--- config.mk ---
export PLATFORM = sky130hd
export DESIGN_NAME = de_fwd_pipe_reg_flat
export DESIGN_NICKNAME = d
export VERILOG_FILES = /design/src/rtl/de_fwd_pipe_reg_if.sv /design/src/rtl/de_fwd_pipe_reg.sv /design/src/flat_wrapper.sv
export SDC_FILE = /design/constraint.sdc
export NUM_CORES = 1
export LEC_CHECK = 0
export CORE_AREA = 4 4 186 188
export DETAILED_ROUTE_END_ITERATION = 8
export DIE_AREA = 0 0 190 192
export SETUP_SLACK_MARGIN = 0.5
export SYNTH_ARGS = -nofsm -noshare
export SYNTH_HDL_FRONTEND = slang
export SYNTH_SLANG_ARGS = --single-unit
--- constraint.sdc ---
create_clock -name clk -period 3.57 [get_ports clk]
set_clock_uncertainty 0.1 [all_clocks]
set_input_delay 0.714 -clock clk [delete_from_list [all_inputs] [get_ports clk]]
set_output_delay 0.714 -clock clk [all_outputs]
set_load 0.1 [all_outputs]
--- src/rtl/de_fwd_pipe_reg_if.sv ---
// D->E pipeline register bundle: decode-side fields and stall controls in,
// E-stage register copies and forwarding tuple out.
interface de_fwd_pipe_reg_if #(
    parameter int TNEW_W = 3
);
    logic              stop_D;
    logic              hold_E;
    logic              flush;
    logic [31:0]       ins_D;
    logic [31:0]       pc_D;
    logic              bd_D;
    logic [4:0]        aregwrite_D;
    logic [TNEW_W-1:0] tnew_D;
    logic [31:0]       datatrans_D;
    logic [31:0]       rd1_D;
    logic [31:0]       rd2_D;
    logic [31:0]       imm_D;
    logic [15:0]       ctrl_D;
    logic              exp_D;
    logic [4:0]        exccode_D;
    logic              eret_D;

    logic [31:0]       ins_E;
    logic [31:0]       pc_E;
    logic              bd_E;
    logic [31:0]       rd1_E;
    logic [31:0]       rd2_E;
    logic [31:0]       imm_E;
    logic [15:0]       ctrl_E;
    logic              exp_E;
    logic [4:0]        exccode_E;
    logic              eret_E;
    logic [4:0]        transEaddr;
    logic [31:0]       transEdata;
    logic [TNEW_W-1:0] transETnew;
    logic              valid_E;
    logic [31:0]       bubble_cnt;

    modport master (
        output stop_D, hold_E, flush, ins_D, pc_D, bd_D, aregwrite_D, tnew_D,
               datatrans_D, rd1_D, rd2_D, imm_D, ctrl_D, exp_D, exccode_D, eret_D,
        input  ins_E, pc_E, bd_E, rd1_E, rd2_E, imm_E, ctrl_E, exp_E, exccode_E,
               eret_E, transEaddr, transEdata, transETnew, valid_E, bubble_cnt
    );

    modport slave (
        input  stop_D, hold_E, flush, ins_D, pc_D, bd_D, aregwrite_D, tnew_D,
               datatrans_D, rd1_D, rd2_D, imm_D, ctrl_D, exp_D, exccode_D, eret_D,
        output ins_E, pc_E, bd_E, rd1_E, rd2_E, imm_E, ctrl_E, exp_E, exccode_E,
               eret_E, transEaddr, transEdata, transETnew, valid_E, bubble_cnt
    );
endinterface

--- src/rtl/de_fwd_pipe_reg.sv ---
// D->E pipeline register of the MIPS core: latches decode state, inserts bubbles,
// holds on execute stall, flushes on exception/eret, publishes the aged E forwarding tuple.
module de_fwd_pipe_reg #(
    parameter logic [31:0] RESET_PC = 32'h0000_3000,
    parameter logic [31:0] EXC_PC   = 32'h0000_4180,
    parameter int          TNEW_W   = 3
) (
    input logic             clk,
    input logic             reset,
    de_fwd_pipe_reg_if.slave bus
);

    logic [TNEW_W-1:0] tnew_aged;

    // Tnew counts from D; one stage later it is one less, never below zero.
    assign tnew_aged = (bus.tnew_D == '0) ? '0 : bus.tnew_D - TNEW_W'(1);

    always_ff @(posedge clk) begin
        if (!reset) begin
            bus.ins_E      <= '0;
            bus.pc_E       <= RESET_PC;
            bus.bd_E       <= 1'b0;
            bus.rd1_E      <= '0;
            bus.rd2_E      <= '0;
            bus.imm_E      <= '0;
            bus.ctrl_E     <= '0;
            bus.exp_E      <= 1'b0;
            bus.exccode_E  <= '0;
            bus.eret_E     <= 1'b0;
            bus.transEaddr <= '0;
            bus.transEdata <= '0;
            bus.transETnew <= '0;
            bus.valid_E    <= 1'b0;
            bus.bubble_cnt <= '0;
        end else if (bus.flush) begin
            bus.ins_E      <= '0;
            bus.pc_E       <= EXC_PC;
            bus.bd_E       <= 1'b0;
            bus.rd1_E      <= '0;
            bus.rd2_E      <= '0;
            bus.imm_E      <= '0;
            bus.ctrl_E     <= '0;
            bus.exp_E      <= 1'b0;
            bus.exccode_E  <= '0;
            bus.eret_E     <= 1'b0;
            bus.transEaddr <= '0;
            bus.transEdata <= '0;
            bus.transETnew <= '0;
            bus.valid_E    <= 1'b0;
        end else if (bus.hold_E) begin
            // Execute stage busy: freeze everything, Tnew does not age.
        end else if (bus.stop_D) begin
            // Bubble keeps pc/bd so an exception raised on it reports the right EPC/BD.
            bus.ins_E      <= '0;
            bus.pc_E       <= bus.pc_D;
            bus.bd_E       <= bus.bd_D;
            bus.rd1_E      <= '0;
            bus.rd2_E      <= '0;
            bus.imm_E      <= '0;
            bus.ctrl_E     <= '0;
            bus.exp_E      <= 1'b0;
            bus.exccode_E  <= '0;
            bus.eret_E     <= 1'b0;
            bus.transEaddr <= '0;
            bus.transEdata <= '0;
            bus.transETnew <= '0;
            bus.valid_E    <= 1'b0;
            bus.bubble_cnt <= bus.bubble_cnt + 32'd1;
        end else begin
            bus.ins_E      <= bus.ins_D;
            bus.pc_E       <= bus.pc_D;
            bus.bd_E       <= bus.bd_D;
            bus.rd1_E      <= bus.rd1_D;
            bus.rd2_E      <= bus.rd2_D;
            bus.imm_E      <= bus.imm_D;
            bus.ctrl_E     <= bus.ctrl_D;
            bus.exp_E      <= bus.exp_D;
            bus.exccode_E  <= bus.exccode_D;
            bus.eret_E     <= bus.eret_D;
            bus.transEaddr <= bus.aregwrite_D;
            bus.transEdata <= bus.datatrans_D;
            bus.transETnew <= tnew_aged;
            bus.valid_E    <= 1'b1;
        end
    end

endmodule

--- src/flat_wrapper.sv ---
// flat-port wrapper written by rule: the top's interface ports become plain ports
module de_fwd_pipe_reg_flat 
#(
    parameter logic [31:0] RESET_PC = 32'h0000_3000,
    parameter logic [31:0] EXC_PC   = 32'h0000_4180,
    parameter int          TNEW_W   = 3
)
  (clk, reset, bus_stop_D, bus_hold_E, bus_flush, bus_ins_D, bus_pc_D, bus_bd_D, bus_aregwrite_D, bus_tnew_D, bus_datatrans_D, bus_rd1_D, bus_rd2_D, bus_imm_D, bus_ctrl_D, bus_exp_D, bus_exccode_D, bus_eret_D, bus_ins_E, bus_pc_E, bus_bd_E, bus_rd1_E, bus_rd2_E, bus_imm_E, bus_ctrl_E, bus_exp_E, bus_exccode_E, bus_eret_E, bus_transEaddr, bus_transEdata, bus_transETnew, bus_valid_E, bus_bubble_cnt);
  de_fwd_pipe_reg_if #(.TNEW_W(TNEW_W)) bus_i ();
  input logic clk;
  input logic reset;
  input wire logic [$bits(bus_i.stop_D)-1:0] bus_stop_D;
  input wire logic [$bits(bus_i.hold_E)-1:0] bus_hold_E;
  input wire logic [$bits(bus_i.flush)-1:0] bus_flush;
  input wire logic [$bits(bus_i.ins_D)-1:0] bus_ins_D;
  input wire logic [$bits(bus_i.pc_D)-1:0] bus_pc_D;
  input wire logic [$bits(bus_i.bd_D)-1:0] bus_bd_D;
  input wire logic [$bits(bus_i.aregwrite_D)-1:0] bus_aregwrite_D;
  input wire logic [$bits(bus_i.tnew_D)-1:0] bus_tnew_D;
  input wire logic [$bits(bus_i.datatrans_D)-1:0] bus_datatrans_D;
  input wire logic [$bits(bus_i.rd1_D)-1:0] bus_rd1_D;
  input wire logic [$bits(bus_i.rd2_D)-1:0] bus_rd2_D;
  input wire logic [$bits(bus_i.imm_D)-1:0] bus_imm_D;
  input wire logic [$bits(bus_i.ctrl_D)-1:0] bus_ctrl_D;
  input wire logic [$bits(bus_i.exp_D)-1:0] bus_exp_D;
  input wire logic [$bits(bus_i.exccode_D)-1:0] bus_exccode_D;
  input wire logic [$bits(bus_i.eret_D)-1:0] bus_eret_D;
  output wire logic [$bits(bus_i.ins_E)-1:0] bus_ins_E;
  output wire logic [$bits(bus_i.pc_E)-1:0] bus_pc_E;
  output wire logic [$bits(bus_i.bd_E)-1:0] bus_bd_E;
  output wire logic [$bits(bus_i.rd1_E)-1:0] bus_rd1_E;
  output wire logic [$bits(bus_i.rd2_E)-1:0] bus_rd2_E;
  output wire logic [$bits(bus_i.imm_E)-1:0] bus_imm_E;
  output wire logic [$bits(bus_i.ctrl_E)-1:0] bus_ctrl_E;
  output wire logic [$bits(bus_i.exp_E)-1:0] bus_exp_E;
  output wire logic [$bits(bus_i.exccode_E)-1:0] bus_exccode_E;
  output wire logic [$bits(bus_i.eret_E)-1:0] bus_eret_E;
  output wire logic [$bits(bus_i.transEaddr)-1:0] bus_transEaddr;
  output wire logic [$bits(bus_i.transEdata)-1:0] bus_transEdata;
  output wire logic [$bits(bus_i.transETnew)-1:0] bus_transETnew;
  output wire logic [$bits(bus_i.valid_E)-1:0] bus_valid_E;
  output wire logic [$bits(bus_i.bubble_cnt)-1:0] bus_bubble_cnt;
  assign bus_i.stop_D = bus_stop_D;
  assign bus_i.hold_E = bus_hold_E;
  assign bus_i.flush = bus_flush;
  assign bus_i.ins_D = bus_ins_D;
  assign bus_i.pc_D = bus_pc_D;
  assign bus_i.bd_D = bus_bd_D;
  assign bus_i.aregwrite_D = bus_aregwrite_D;
  assign bus_i.tnew_D = bus_tnew_D;
  assign bus_i.datatrans_D = bus_datatrans_D;
  assign bus_i.rd1_D = bus_rd1_D;
  assign bus_i.rd2_D = bus_rd2_D;
  assign bus_i.imm_D = bus_imm_D;
  assign bus_i.ctrl_D = bus_ctrl_D;
  assign bus_i.exp_D = bus_exp_D;
  assign bus_i.exccode_D = bus_exccode_D;
  assign bus_i.eret_D = bus_eret_D;
  assign bus_ins_E = bus_i.ins_E;
  assign bus_pc_E = bus_i.pc_E;
  assign bus_bd_E = bus_i.bd_E;
  assign bus_rd1_E = bus_i.rd1_E;
  assign bus_rd2_E = bus_i.rd2_E;
  assign bus_imm_E = bus_i.imm_E;
  assign bus_ctrl_E = bus_i.ctrl_E;
  assign bus_exp_E = bus_i.exp_E;
  assign bus_exccode_E = bus_i.exccode_E;
  assign bus_eret_E = bus_i.eret_E;
  assign bus_transEaddr = bus_i.transEaddr;
  assign bus_transEdata = bus_i.transEdata;
  assign bus_transETnew = bus_i.transETnew;
  assign bus_valid_E = bus_i.valid_E;
  assign bus_bubble_cnt = bus_i.bubble_cnt;
  de_fwd_pipe_reg #(.RESET_PC(RESET_PC), .EXC_PC(EXC_PC), .TNEW_W(TNEW_W)) u_core (.clk(clk), .reset(reset), .bus(bus_i));
endmodule
# Yosys cells after proc, flatten, opt, wreduce, memory -nomap -nowiden
# Index checks and enable logic that the tools add are counted.
totals:
  elab_cells: 40
  out_inout_bits: 257
  register_bits: 257
  input_bits: 229
classes:
  addsub: 2
  n_eq_ne: 1
  bitwise_logic: 3
  mux: 15
  reduce_logical: 3
op_table:
  columns: ["op", "n"]
  rows:
  - ["two-way mux 32 bit", 5]
  - ["adder 32 x 1 -> 32 bit (second input constant)", 1]
  - ["two-way mux 15 bit", 2]
  - ["two-way mux 16 bit", 1]
  - ["two-way mux 5 bit", 2]
  - ["two-way mux 3 bit", 2]
  - ["zero test 3 bit", 1]
  - ["two-way mux 1 bit", 3]
  - ["NOT 1 bit", 3]
  - ["AND reduction 3 bit", 1]
  - ["subtractor 3 x 1 -> 3 bit (second input constant)", 1]
  - ["inequality test 2 x 1 -> 1 bit (second input constant)", 1]
  - ["OR reduction 2 bit", 1]

# Longest topological paths before layout
logic_depth:
  word_depth: 3
  depth_mapped: 6
  mapped_depth_nobuf: 6

# Worst setup path before layout
# OpenSTA, ideal clock, no wires.
synth_timing:
  kind: "reg2reg"
  from: "reg u_core.bus.bubble_cnt[3] (netlist bit)"
  to: "reg u_core.bus.bubble_cnt[29] (netlist bit)"
  arrival_ps: 2389
  path_stages_with_launch: 6
  setup_time_ps: 70
  n_path_buf: 1
  slack_ps: 1010
  period_less_slack_ps: 2560
  t_required_ps: 3400
  cell_sequence: "dfxtp_1 and4_2 nand4_4 buf_4 or4_1 a21oi_1"
synth_via:
  elab_chain_cells: 1
synth_rtl:
  columns: ["element", "line_no", "text"]
  rows:
  - ["start, declared", "de_fwd_pipe_reg_if.sv:50", "eret_E, transEaddr, transEdata, transETnew, valid_E, bubble_cnt"]
  - ["start signal, assigned", "de_fwd_pipe_reg.sv:68", "bus.bubble_cnt <= bus.bubble_cnt + 32'd1;"]
  - ["adder 32 x 1 -> 32 bit", "de_fwd_pipe_reg.sv:68", null]
# No other way between the ends.
# A chain may end at the register's enable or synchronous reset.

# Worst setup path in the final report
layout_timing:
  from: "reg u_core.bus.pc_E[20]"
  to: "out bus_pc_E[20]"
layout_lines:
  columns: ["element", "line_no", "text"]
  rows:
  - ["start, declared", "de_fwd_pipe_reg_if.sv:49", "output ins_E, pc_E, bd_E, rd1_E, rd2_E, imm_E, ctrl_E, exp_E, exccode_E,"]
  - ["start signal, assigned", "de_fwd_pipe_reg.sv:55", "bus.pc_E <= bus.pc_D;"]
  - ["start signal, assigned", "de_fwd_pipe_reg.sv:71", "bus.pc_E <= bus.pc_D;"]
  - ["end, declared", "flat_wrapper.sv:29", "output wire logic [$bits(bus_i.pc_E)-1:0] bus_pc_E;"]
# No word-level cell between the ends.

==> results by group <==
Status
  – Status: completed

Clock tree
  – TritonCTS buffer count: 29
  – Sink Count: 257
  – Clock transition at path regs: 60 ps
  – Clock root buffer: clkbuf_16
  – Post_cts resized: 0
  – Clock buffer depth: 3
  – Clock Latency Late Sink: 540 ps
  – H-Tree Depth: 1
  – CTS tree: done
  – Hold_buf cts: 0
  – Post-CTS Setup Inserts: 0

Route
  – Via count: 8700
  – Remaining antenna violation count: 0
  – Via density: 4.70
  – WL per Instance: 17.8 um
  – Drt drc: 0
  – Final wirelength: 33.0 mm
  – DRT Pass-1 Iters: 4
  – Iter 0 DRT Violations: 428

Floorplan
  – Initial core utilization: 27.2%
  – Io pins: 486
  – Die area: 36500 um^2
  – Die height: 192 um
  – Core Area: 33100 um^2
  – Die Wd: 190 um
  – Num rows: 67

Worst setup path
  – Worst r2r path cells: 4
  – Crit Path Class: reg -> out
  – CP bufs+invs: 1
  – Flop-to-flop setup slack: 1550 ps
  – Crit path launch type: register
  – CP endpoint: bus_pc_E[20]
  – WP data arrival: 2060 ps
  – Setup crit start: u_core.bus.pc_E[20]
  – WP data required: 2760 ps
  – Critical-path top delay cell: clkdlybuf4s50_1
  – Crit-path max FO: 2
  – CP top delay family: buffers and inverters
  – Worst path cell trace: clkdlybuf4s50_1
  – Crit. path cell count: 1
  – Critical R2R Capture: u_core.bus.bubble_cnt[23]
  – R2R Path Start: u_core.bus.bubble_cnt[3]
  – Crit path capture type: primary output
  – CP max stage delay: 1160 ps

Logic synthesis
  – Mapped Cells: 933
  – Synth Register Bits: 257
  – Mux cell area share after synthesis: 3.66%
  – Syn_nets: 1165
  – Avg Inst Size Synth: 9.66 um^2
  – Yosys warns: 0
  – Adder-cell share of the synthesized area: 0.416%
  – Simple-gate portion of the synthesized area: 15.0%
  – Sequential area share after synthesis: 57.1%
  – Post-Synth XOR/XNOR Area: 0.972%
  – Synth Flop Type: dfxtp_1
  – Post-synth EDFFs: 0
  – Largest family of logic cells by synthesized area: compound AO/OA/AOI/OAI gates
  – Post-synthesis compound-gate area fraction: 19.1%
  – Asr flop ratio synth: 0%
  – Cell variety after synth: 35
  – Synth Cell Area: 9010 um^2

Timing
  – Setup-failing EPs final: 0
  – Hold violation total from the final report: 0
  – Setup TNS: 0 ps
  – Part of the cycle the worst path needs: 80.4%
  – Pins Over Slew Limit: 0
  – Slew @ Worst Pin: 1010 ps
  – Unrepaired setup endpoints after global routing: no
  – Final Critical Period: 2870 ps
  – Final setup margin: 700 ps
  – Slew HR: 32.8%
  – Max Fclk: 348 MHz

Placed design
  – Placed Cells: 1801
  – Post-DP HPWL: 23.6 mm
  – Port-buffer cells: 485
  – Dpl ws: 683 ps
  – GPL Wtd Cong: 0.770
  – Cell Area, Placed: 14000 um^2

Power and ir drop
  – Maximum VDD drop: 0.000301 V
  – Cell Pwr Density: 464 nW/um^2
  – Lkg Pwr: 5.70 nW

Run
  – Max Cap Viol: 0

Global routing
  – Wire length of the first global-routing pass: 48.8 mm
  – Largest net degree at the start of global routing: 174
  – Total global-route track usage: 16.6%
  – Initial antenna violation count: 3
  – Total grt overflow: 0
  – Vias in the first global route: 8423

Final layout
  – Share of cells above drive strength 1: 14.5%
  – # nets final: 1616
  – Final core occ: 45.1%
  – Layout Cells excl Fill: 1853
  – Post-route cell area: 14900 um^2
  – P&R area growth vs syn: 65.6%

Worst hold path
  – Worst min-delay path class: reg -> reg
  – Hold depth: 1
[layout make-up]
class                   instances  area [um^2]
diodes                          1         2.50
multi-input cells             590         3540
repair buffers                497         4710
clock inverters                 3         17.5
inverters                       9         33.8
well taps                     448          561
fillers                      3160        18200
flip-flops and latches        257         5140
clock buffers                  48          917
[synthesized netlist by cell type (2+ instances only)]
cell / number / share of area [%]
or3_1: 7 / 0.49
buf_4: 2 / 0.17
o31ai_1: 14 / 1.2
mux2i_1: 33 / 3.7
nor2_1: 230 / 9.6
nand2_1: 14 / 0.58
buf_1: 3 / 0.12
nand3_1: 7 / 0.39
a21oi_1: 28 / 1.6
and2_1: 2 / 0.14
clkbuf_1: 63 / 2.6
buf_2: 9 / 0.50
xor2_1: 5 / 0.49
nand4_1: 9 / 0.62
nand4_2: 2 / 0.28
a22oi_1: 189 / 16
dfxtp_1: 257 / 57
nor4_1: 2 / 0.14
and3_1: 3 / 0.21
xnor2_1: 5 / 0.49
and4_1: 4 / 0.39
o21ai_0: 10 / 0.56
or4_1: 14 / 1.2
ha_1: 3 / 0.42
inv_1: 8 / 0.33
[how the worst min path moves through the flow]
stage                                   startpoint                  endpoint  slack, ps
after floorplan                              reset       u_core.bus.pc_E[12]        690
after global placement          u_core.bus.valid_E        u_core.bus.valid_E        340
after detailed placement        u_core.bus.valid_E        u_core.bus.valid_E        350
after CTS                 u_core.bus.transETnew[1]  u_core.bus.transETnew[1]        360
after global routing      u_core.bus.transETnew[1]  u_core.bus.transETnew[1]        390
final                           u_core.bus.valid_E        u_core.bus.valid_E        360
[cells by family after synthesis]
group,count (synthesis)
and+or+nand+nor,302
DFF,257
AOI/OAI and AO/OA,242
buffers and inverters,86
muxes,33
xor gates and xnor gates,10
adders and majority gates,3
[routing by layer]
metal  vias to the layer above  wire, um  GRT usage, %
met5                         -        34             0
li1                       4242         -             -
met1                      4053     13000          19.7
met3                        62      3200          6.14
met4                         4       888          5.23
met2                       339     15900          27.9
[placed cells by master (no fill, tap or decap), drive strengths merged]
| master | instances |
|---|---|
| nand3 | 7 |
| ha | 3 |
| nand4 | 12 |
| o31ai | 14 |
| diode | 1 |
| a22oi | 189 |
| clkinv | 3 |
| inv | 8 |
| or3 | 7 |
| o21a | 1 |
| nor3b | 1 |
| nand2 | 14 |
| nor4 | 2 |
| and4 | 5 |
| xnor2 | 5 |
| o21ai | 10 |
| dfxtp | 257 |
| or4 | 14 |
| and2 | 2 |
| clkbuf | 49 |
| xor2 | 5 |
| and4bb | 1 |
| or3b | 1 |
| nor3 | 1 |
| or2 | 1 |
| mux2i | 33 |
| clkinvlp | 1 |
| nor2 | 230 |
| buf | 147 |
| a21oi | 28 |
| and3 | 4 |
| clkdlybuf4s50 | 349 |
[flip-flops by register name, summed over array words and instances, names as in the netlist]
register and flops:
u_core.bus.bd_E 1, u_core.bus.valid_E 1, u_core.bus.ins_E 32, u_core.bus.rd1_E 32
u_core.bus.ctrl_E 16, u_core.bus.imm_E 32, u_core.bus.transETnew 3, u_core.bus.rd2_E 32
u_core.bus.transEdata 32, u_core.bus.bubble_cnt 32, u_core.bus.exccode_E 5, u_core.bus.transEaddr 5
u_core.bus.exp_E 1, u_core.bus.pc_E 32, u_core.bus.eret_E 1
[metrics by stage]
step	hold slack, ps	power [W]
floorplan	690	0.00366
global placement	344	0.00411
detailed placement	348	0.00411
CTS	364	0.00706
global route	388	0.00722
finish	363	0.00693
[where the power goes]
part | switching [W] | internal (W) | total, W
registers | 0.0000324 | 0.00293 | 0.00296
logic | 0.000680 | 0.000402 | 0.00108
clock network | 0.00116 | 0.00173 | 0.00289
total | 0.00187 | 0.00506 | 0.00693
(Power assumes the default switching activity.)
